File: config.mk
export PLATFORM = sky130hd
export DESIGN_NAME = branch_resolve_unit
export DESIGN_NICKNAME = d
export VERILOG_FILES = /design/src/rtl/bru_pkg.sv /design/src/rtl/bru_cmp.sv /design/src/rtl/branch_resolve_unit.sv
export SDC_FILE = /design/constraint.sdc
export NUM_CORES = 1
export LEC_CHECK = 0
export CAP_MARGIN = 10
export CORE_AREA = 5 5 178 180
export CTS_CLUSTER_DIAMETER = 100
export DETAILED_ROUTE_END_ITERATION = 8
export DIE_AREA = 0 0 183 185
export HOLD_SLACK_MARGIN = 0.02
export MAX_ROUTING_LAYER = met4
export PLACE_DENSITY = 0.62
export SLEW_MARGIN = 25
export SYNTH_ARGS = -nofsm -noshare
export SYNTH_HDL_FRONTEND = slang
export SYNTH_HIERARCHICAL = 1
export SYNTH_SLANG_ARGS = --single-unit
File: constraint.sdc
create_clock -name clk -period 6.95 [get_ports clk]
set_clock_uncertainty 0.05 [all_clocks]
set_input_delay 2.085 -clock clk [delete_from_list [all_inputs] [get_ports clk]]
set_output_delay 2.085 -clock clk [all_outputs]
set_load 0.03 [all_outputs]
File: src/rtl/bru_pkg.sv
// Shared types for the branch resolve unit: op encoding, pipeline stage payloads, direction rule.
// Optional feature macro used by the top: BRU_PERF_CNT_EN.
package bru_pkg;

    localparam int unsigned XLEN = 32;

    typedef enum logic [2:0] {
        OP_BEQ  = 3'd0,
        OP_BNE  = 3'd1,
        OP_BLEZ = 3'd2,
        OP_BGTZ = 3'd3,
        OP_BLTZ = 3'd4,
        OP_BGEZ = 3'd5,
        OP_J    = 3'd6,
        OP_JR   = 3'd7
    } op_t;

    // S1 payload: compare flags and pc+4 are already folded in at capture.
    typedef struct packed {
        op_t             op;
        logic [XLEN-1:0] pc4;
        logic [XLEN-1:0] rs;
        logic [25:0]     imm;
        logic            eq;
        logic            ltz;
        logic            eqz;
        logic            pred_taken;
        logic [XLEN-1:0] pred_target;
    } s1_t;

    typedef struct packed {
        logic            taken;
        logic [XLEN-1:0] target;
        logic            redirect;
        logic [XLEN-1:0] redirect_pc;
    } s2_t;

    function automatic logic resolve_taken(input op_t op, input logic eq,
                                           input logic ltz, input logic eqz);
        logic t;
        t = 1'b0;
        case (op)
            OP_BEQ:  t = eq;
            OP_BNE:  t = !eq;
            OP_BLEZ: t = ltz | eqz;
            OP_BGTZ: t = !ltz & !eqz;
            OP_BLTZ: t = ltz;
            OP_BGEZ: t = !ltz;
            OP_J:    t = 1'b1;
            OP_JR:   t = 1'b1;
            default: t = 1'b0;
        endcase
        return t;
    endfunction

endpackage

File: src/rtl/bru_cmp.sv
// Operand comparator for the resolve unit's capture stage: equality, sign and zero of rs.
// Signed sense matches slt: rs[31] alone decides "less than zero".
module bru_cmp
    import bru_pkg::*;
(
    input  logic [XLEN-1:0] i_rs,
    input  logic [XLEN-1:0] i_rt,
    output logic            o_eq,
    output logic            o_ltz,
    output logic            o_eqz
);

    assign o_eq  = (i_rs == i_rt);
    assign o_ltz = i_rs[XLEN-1];
    assign o_eqz = (i_rs == '0);

endmodule

File: src/rtl/branch_resolve_unit.sv
// Two-stage branch/jump resolver: S1 captures and compares, S2 resolves and flags fetch redirects.
// Define BRU_PERF_CNT_EN to add the perf_branches / perf_mispred counter outputs.
module branch_resolve_unit #(
    parameter int unsigned     XLEN   = 32,
    parameter logic [XLEN-1:0] RST_PC = '0
) (
    input  logic            clk,
    input  logic            rst,
    input  logic            flush,
    input  logic            in_valid,
    output logic            in_ready,
    input  logic [2:0]      in_op,
    input  logic [XLEN-1:0] in_pc,
    input  logic [XLEN-1:0] in_rs,
    input  logic [XLEN-1:0] in_rt,
    input  logic [25:0]     in_imm,
    input  logic            in_pred_taken,
    input  logic [XLEN-1:0] in_pred_target,
    output logic            out_valid,
    input  logic            out_ready,
    output logic            out_taken,
    output logic [XLEN-1:0] out_target,
    output logic            out_redirect,
    output logic [XLEN-1:0] out_redirect_pc
`ifdef BRU_PERF_CNT_EN
   ,output logic [31:0]     perf_branches,
    output logic [31:0]     perf_mispred
`endif
);
    import bru_pkg::*;

    logic      r_s1_valid;
    s1_t       r_s1;
    logic      w_eq;
    logic      w_ltz;
    logic      w_eqz;
    logic      w_s2_adv;
    logic      w_s1_adv;
    logic [XLEN-1:0] w_br_target;
    s2_t       w_s2_next;

    bru_cmp u_cmp (
        .i_rs  (in_rs),
        .i_rt  (in_rt),
        .o_eq  (w_eq),
        .o_ltz (w_ltz),
        .o_eqz (w_eqz)
    );

    assign w_s2_adv = !out_valid | out_ready;
    assign w_s1_adv = !r_s1_valid | w_s2_adv;
    assign in_ready = w_s1_adv;

    always_ff @(posedge clk) begin
        if (rst) begin
            r_s1_valid <= 1'b0;
            r_s1       <= '0;
        end else if (flush) begin
            r_s1_valid <= 1'b0;
        end else if (w_s1_adv) begin
            r_s1_valid <= in_valid;
            if (in_valid) begin
                r_s1.op          <= op_t'(in_op);
                r_s1.pc4         <= in_pc + XLEN'(4);
                r_s1.rs          <= in_rs;
                r_s1.imm         <= in_imm;
                r_s1.eq          <= w_eq;
                r_s1.ltz         <= w_ltz;
                r_s1.eqz         <= w_eqz;
                r_s1.pred_taken  <= in_pred_taken;
                r_s1.pred_target <= in_pred_target;
            end
        end
    end

    assign w_br_target = r_s1.pc4 + {{14{r_s1.imm[15]}}, r_s1.imm[15:0], 2'b00};

    always_comb begin
        w_s2_next = '0;
        w_s2_next.taken = resolve_taken(r_s1.op, r_s1.eq, r_s1.ltz, r_s1.eqz);
        case (r_s1.op)
            OP_J:    w_s2_next.target = {r_s1.pc4[XLEN-1:XLEN-4], r_s1.imm, 2'b00};
            OP_JR:   w_s2_next.target = r_s1.rs;
            default: w_s2_next.target = w_br_target;
        endcase
        w_s2_next.redirect = (w_s2_next.taken != r_s1.pred_taken) |
                             (w_s2_next.taken & (r_s1.pred_target != w_s2_next.target));
        // Not-taken resumes after the delay slot, which fetch already has.
        w_s2_next.redirect_pc = w_s2_next.taken ? w_s2_next.target : (r_s1.pc4 + XLEN'(4));
    end

    always_ff @(posedge clk) begin
        if (rst) begin
            out_valid       <= 1'b0;
            out_taken       <= 1'b0;
            out_target      <= '0;
            out_redirect    <= 1'b0;
            out_redirect_pc <= RST_PC;
        end else if (flush) begin
            out_valid <= 1'b0;
        end else if (w_s2_adv) begin
            out_valid <= r_s1_valid;
            if (r_s1_valid) begin
                out_taken       <= w_s2_next.taken;
                out_target      <= w_s2_next.target;
                out_redirect    <= w_s2_next.redirect;
                out_redirect_pc <= w_s2_next.redirect_pc;
            end
        end
    end

`ifdef BRU_PERF_CNT_EN
    always_ff @(posedge clk) begin
        if (rst) begin
            perf_branches <= '0;
            perf_mispred  <= '0;
        end else if (out_valid && out_ready) begin
            perf_branches <= perf_branches + 32'd1;
            if (out_redirect) begin
                perf_mispred <= perf_mispred + 32'd1;
            end
        end
    end
`endif

endmodule

==> run summary <==
- Leakage: 0.00509 uW
- simple-gate share of the synthesized area: 24.8%
- post-cts sizing count: 0
- CP most frequent cell: sky130_fd_sc_hd__clkdlybuf4s50_1
- share of power burned in combinational logic: 20.1%
- aggregate negative setup slack: 0 ns
- Post-Synthesis Cell Area: 11500 um^2
- adder-cell share of the synthesized area: 3.55%
- cell chosen for the clock root: sky130_fd_sc_hd__clkbuf_16
- detailed-router iteration count before antenna repair: 5
- cell types with the largest area share after synthesis: sky130_fd_sc_hd__dfxtp_1 (34%), sky130_fd_sc_hd__nand2_1 (11%), sky130_fd_sc_hd__a21oi_1 (7.8%)
- placed wire-length estimate after detailed placement: 30800 um
- fraction of power spent switching nets: 31.9%
- global routing usage summed across all routing layers: 24.3%
- combinational family with the most area after synthesis: simple AND/OR/NAND/NOR gates
- complex-gate fraction of the synthesized area: 20.8%
- Post-Synthesis Cells: 1518
- hold crit path type: register to register
- Clock transition at path regs: 0.07 ns
- placeable core region: 30000 um^2
- Post-Synthesis Mean Instance Area: 7.57 um^2
- number of unique standard cell types used by synthesis: 73
- diodes inserted: 0
- startpoint of the tightest hold check path: out_redirect_pc[17]
- terminus of the critical flop-to-flop path: out_redirect
- arrival time of the worst setup path: 3.56 ns
- kind of end point of the critical path: primary output
- Hold Fails Final Rpt: 0
- number of antenna violations at the first check in global routing: 0
- sequential power share: 43.7%
- initial detailed-routing violation count: 915
- routed len/inst: 19.6 um
- number of I/O port buffers: 230
- share of power burned in the clock network: 36.2%
- RSZ-0062 raised after global routing: no
- total count of max-transition violations in the final report: 0
- count of vias placed by the detailed router: 11400
- shortest clock period the worst path allows after layout: 5.70 ns
- vertical extent of the die: 185 um
- H-tree depth reported by CTS: 4
- number of synthesis warnings: 6
- ranking of synthesized cells by instance count: sky130_fd_sc_hd__nand2_1 (328), sky130_fd_sc_hd__dfxtp_1 (197), sky130_fd_sc_hd__a21oi_1 (179)
- number of top-level pins: 231
- transition time at the pin with the least slew margin: 0.983 ns
- family with the most delay on the worst path: buffers and inverters
- Internal Power: 1920 uW
- maximum fanout along the worst path: 5
- Worst Hold Path Cells: 2
- CP Class: input port to primary output
- gp weighted congestion: 0.941
- Post-CTS Hold Fix Bufs: 0
- worst-skew pair later-pin latency: 0.45 ns
- final wirelength: 40800 um
- first-pass GRT wire length: 62100 um
- share of flip-flops with an asynchronous set or reset: 0%
- NetSw: 900 uW
- share of synthesized area occupied by flip-flops and latches: 34.3%
- synthesized net count: 1713
- clock buffer count from CTS: 17
- share of cells above drive strength 1: 4.67%
- worst hold slack: 0.403 ns
- top-area cell type share of the netlist area: 34.3%
- largest buffer count on any clock path: 2
- most common cell in the netlist: sky130_fd_sc_hd__nand2_1
- Worst Reg2Reg Path Length in Cells: 12
- Synth Register Bits: 197
- worst hold path endpoint: out_redirect_pc[17]
- Placement Rows: 64
- cell breakdown of the critical path: clkdlybuf4s50_1 > nor2b_1 > nand2_1 > clkdlybuf4s50_1
- Vias per Instance: 5.47
- grt ovf: 0
- CTS tree: yes
- total number of nets in the final design: 1875
- Num Clock Sinks: 197
- area grow syn2layout: 27.7%
- Pwr Density: 193 nW/um^2
- Synth area leader: sky130_fd_sc_hd__dfxtp_1
- Worst Setup Start Kind: input port
- period utilisation layout: 82.0%
- maximum operating frequency: 175 MHz
- Die Span X: 183 um
- initial core utilization: 38.3%
- number of enable-type register cells in the synthesized netlist: 0
- headroom to the max-slew limit: 34.5%
- number of global-route vias before repair: 10900
- number of setup violations in the final report: 0
- worst reg2reg setup slack: 2.61 ns
- portion of netlist area occupied by mux cells: 2.93%
- largest net degree at the start of global routing: 96
- count of antenna-violating nets left after detailed routing: 0
- commonest register cell after synthesis: sky130_fd_sc_hd__dfxtp_1
- remaining routing DRC violations: 0
- Bufs and invs on worst path: 2
- data required time at the worst endpoint: 4.82 ns
- status: complete, no violations
- total die area: 33900 um^2
- maximum single-stage delay on the critical path: 0.61 ns
- post-CTS setup-driven buffer insertion count: 0
- Slowest cell on crit path: sky130_fd_sc_hd__clkdlybuf4s50_1
- worst r2r src: r_s1[96]
- number of max-cap violations: 0
- xor/xnor share of the synthesized area: 9.76%
- maximum ir drop on the vdd rail: 0.185 mV
[final cells by class]
cell class	count	area [um^2]
repair buffers	248	2470
multi-input cells	1209	7130
clock inverters	13	155
inverters	7	26.3
clock buffers	19	453
fillers	3014	15400
flip-flops and latches	197	3950
well taps	396	495
[worst reg2reg max path: stages (launching register included)]
cell                       delay [ns]
sky130_fd_sc_hd__dfxtp_1         0.44
sky130_fd_sc_hd__ha_1            0.31
sky130_fd_sc_hd__fa_1            0.41
sky130_fd_sc_hd__a211oi_1        0.53
sky130_fd_sc_hd__o31ai_4         0.21
sky130_fd_sc_hd__a31oi_2         0.39
sky130_fd_sc_hd__nor4_1          0.13
sky130_fd_sc_hd__or3_1           0.32
sky130_fd_sc_hd__a31oi_1         0.66
sky130_fd_sc_hd__xor2_1          0.21
sky130_fd_sc_hd__nand4_1         0.13
sky130_fd_sc_hd__nor4_1          0.32
sky130_fd_sc_hd__a31oi_1         0.12
[power groups by stage]
stage / clock, uW / combinational, uW / sequential [uW]
CTS: 1040 / 565 / 1230
floorplan: 0 / 301 / 1250
global route: 1090 / 616 / 1240
global placement: 0 / 558 / 1260
detailed placement: 0 / 563 / 1260
finish: 1020 / 568 / 1240
[how the worst max path moves through the flow]
| stage | depth (start not counted) | slack [ns] | from | to |
|---|---|---|---|---|
| floorplan | 2 | 2.27 | out_ready | in_ready |
| global placement | 4 | 1.30 | out_ready | in_ready |
| detailed placement | 4 | 1.26 | out_ready | in_ready |
| CTS | 4 | 1.26 | out_ready | in_ready |
| global route | 4 | 1.19 | out_ready | in_ready |
| finish | 4 | 1.25 | out_ready | in_ready |
[cells by family (layout without fill, tap and decap cells)]
logic type               count (synthesis)  in the layout
adder cells (fa/ha/maj)                 32             32
buffers and inverters                  112            287
flip-flops                             197            197
multiplexers                            33             33
AND/OR/NAND/NOR                        640            640
XOR/XNOR                               128            128
AO/OA/AOI/OAI                          376            376
[sequential cells by signal, summed over array words and instances, names as in the netlist]
| signal | count |
|---|---|
| out_target | 32 |
| out_redirect | 1 |
| out_redirect_pc | 32 |
| r_s1 | 129 |
| out_taken | 1 |
| r_s1_valid | 1 |
| out_valid | 1 |
[through the flow]
step / utilization (%) / setup WS (ns) / instances / total power (uW) / cell area, um^2
detailed placement: 46.8 / 1.26 / 2057 / 1820 / 14100
CTS: 48.9 / 1.26 / 2089 / 2830 / 14700
finish: 48.9 / 1.25 / 2089 / 2820 / 14700
global route: 48.9 / 1.19 / 2089 / 2950 / 14700
floorplan: - / 2.27 / 1518 / 1550 / 11500
global placement: 46.7 / 1.30 / 2056 / 1820 / 14000
[cell usage in the layout, fill, tap and decap left out, drive strengths merged, types with 3 or more instances in the layout]
cell type | netlist | routed
clkdlybuf4s50 | 0 | 229
nor2 | 129 | 129
o21a | 9 | 9
nor3b | 4 | 4
nor4 | 24 | 24
nor3 | 22 | 22
and2 | 7 | 7
mux2i | 28 | 28
buf | 16 | 19
inv | 7 | 14
nor2b | 6 | 6
nand2 | 328 | 328
a311oi | 7 | 7
or2 | 5 | 5
or3 | 12 | 12
a21o | 6 | 6
a21oi | 181 | 181
a211oi | 64 | 64
o221ai | 4 | 4
o211ai | 29 | 29
nand3 | 40 | 40
ha | 31 | 31
and3 | 12 | 12
nor4b | 4 | 4
clkinv | 0 | 5
a31oi | 10 | 10
and4 | 11 | 11
mux2 | 5 | 5
nand4 | 27 | 27
clkbuf | 89 | 19
dfxtp | 197 | 197
xor2 | 83 | 83
o21ai | 35 | 35
xnor2 | 45 | 45
o31ai | 6 | 6
o21bai | 3 | 3
[layer usage]
| metal | vias up | routed length (um) | global-route usage, % |
|---|---|---|---|
| met4 | 0 | 1310 | 8.19 |
| li1 | 5684 | - | - |
| met2 | 315 | 18900 | 38.3 |
| met1 | 5367 | 18600 | 32.3 |
| met5 | - | 0 | - |
| met3 | 60 | 2050 | 3.14 |
No activity file was read; power rests on OpenSTA's default activity.
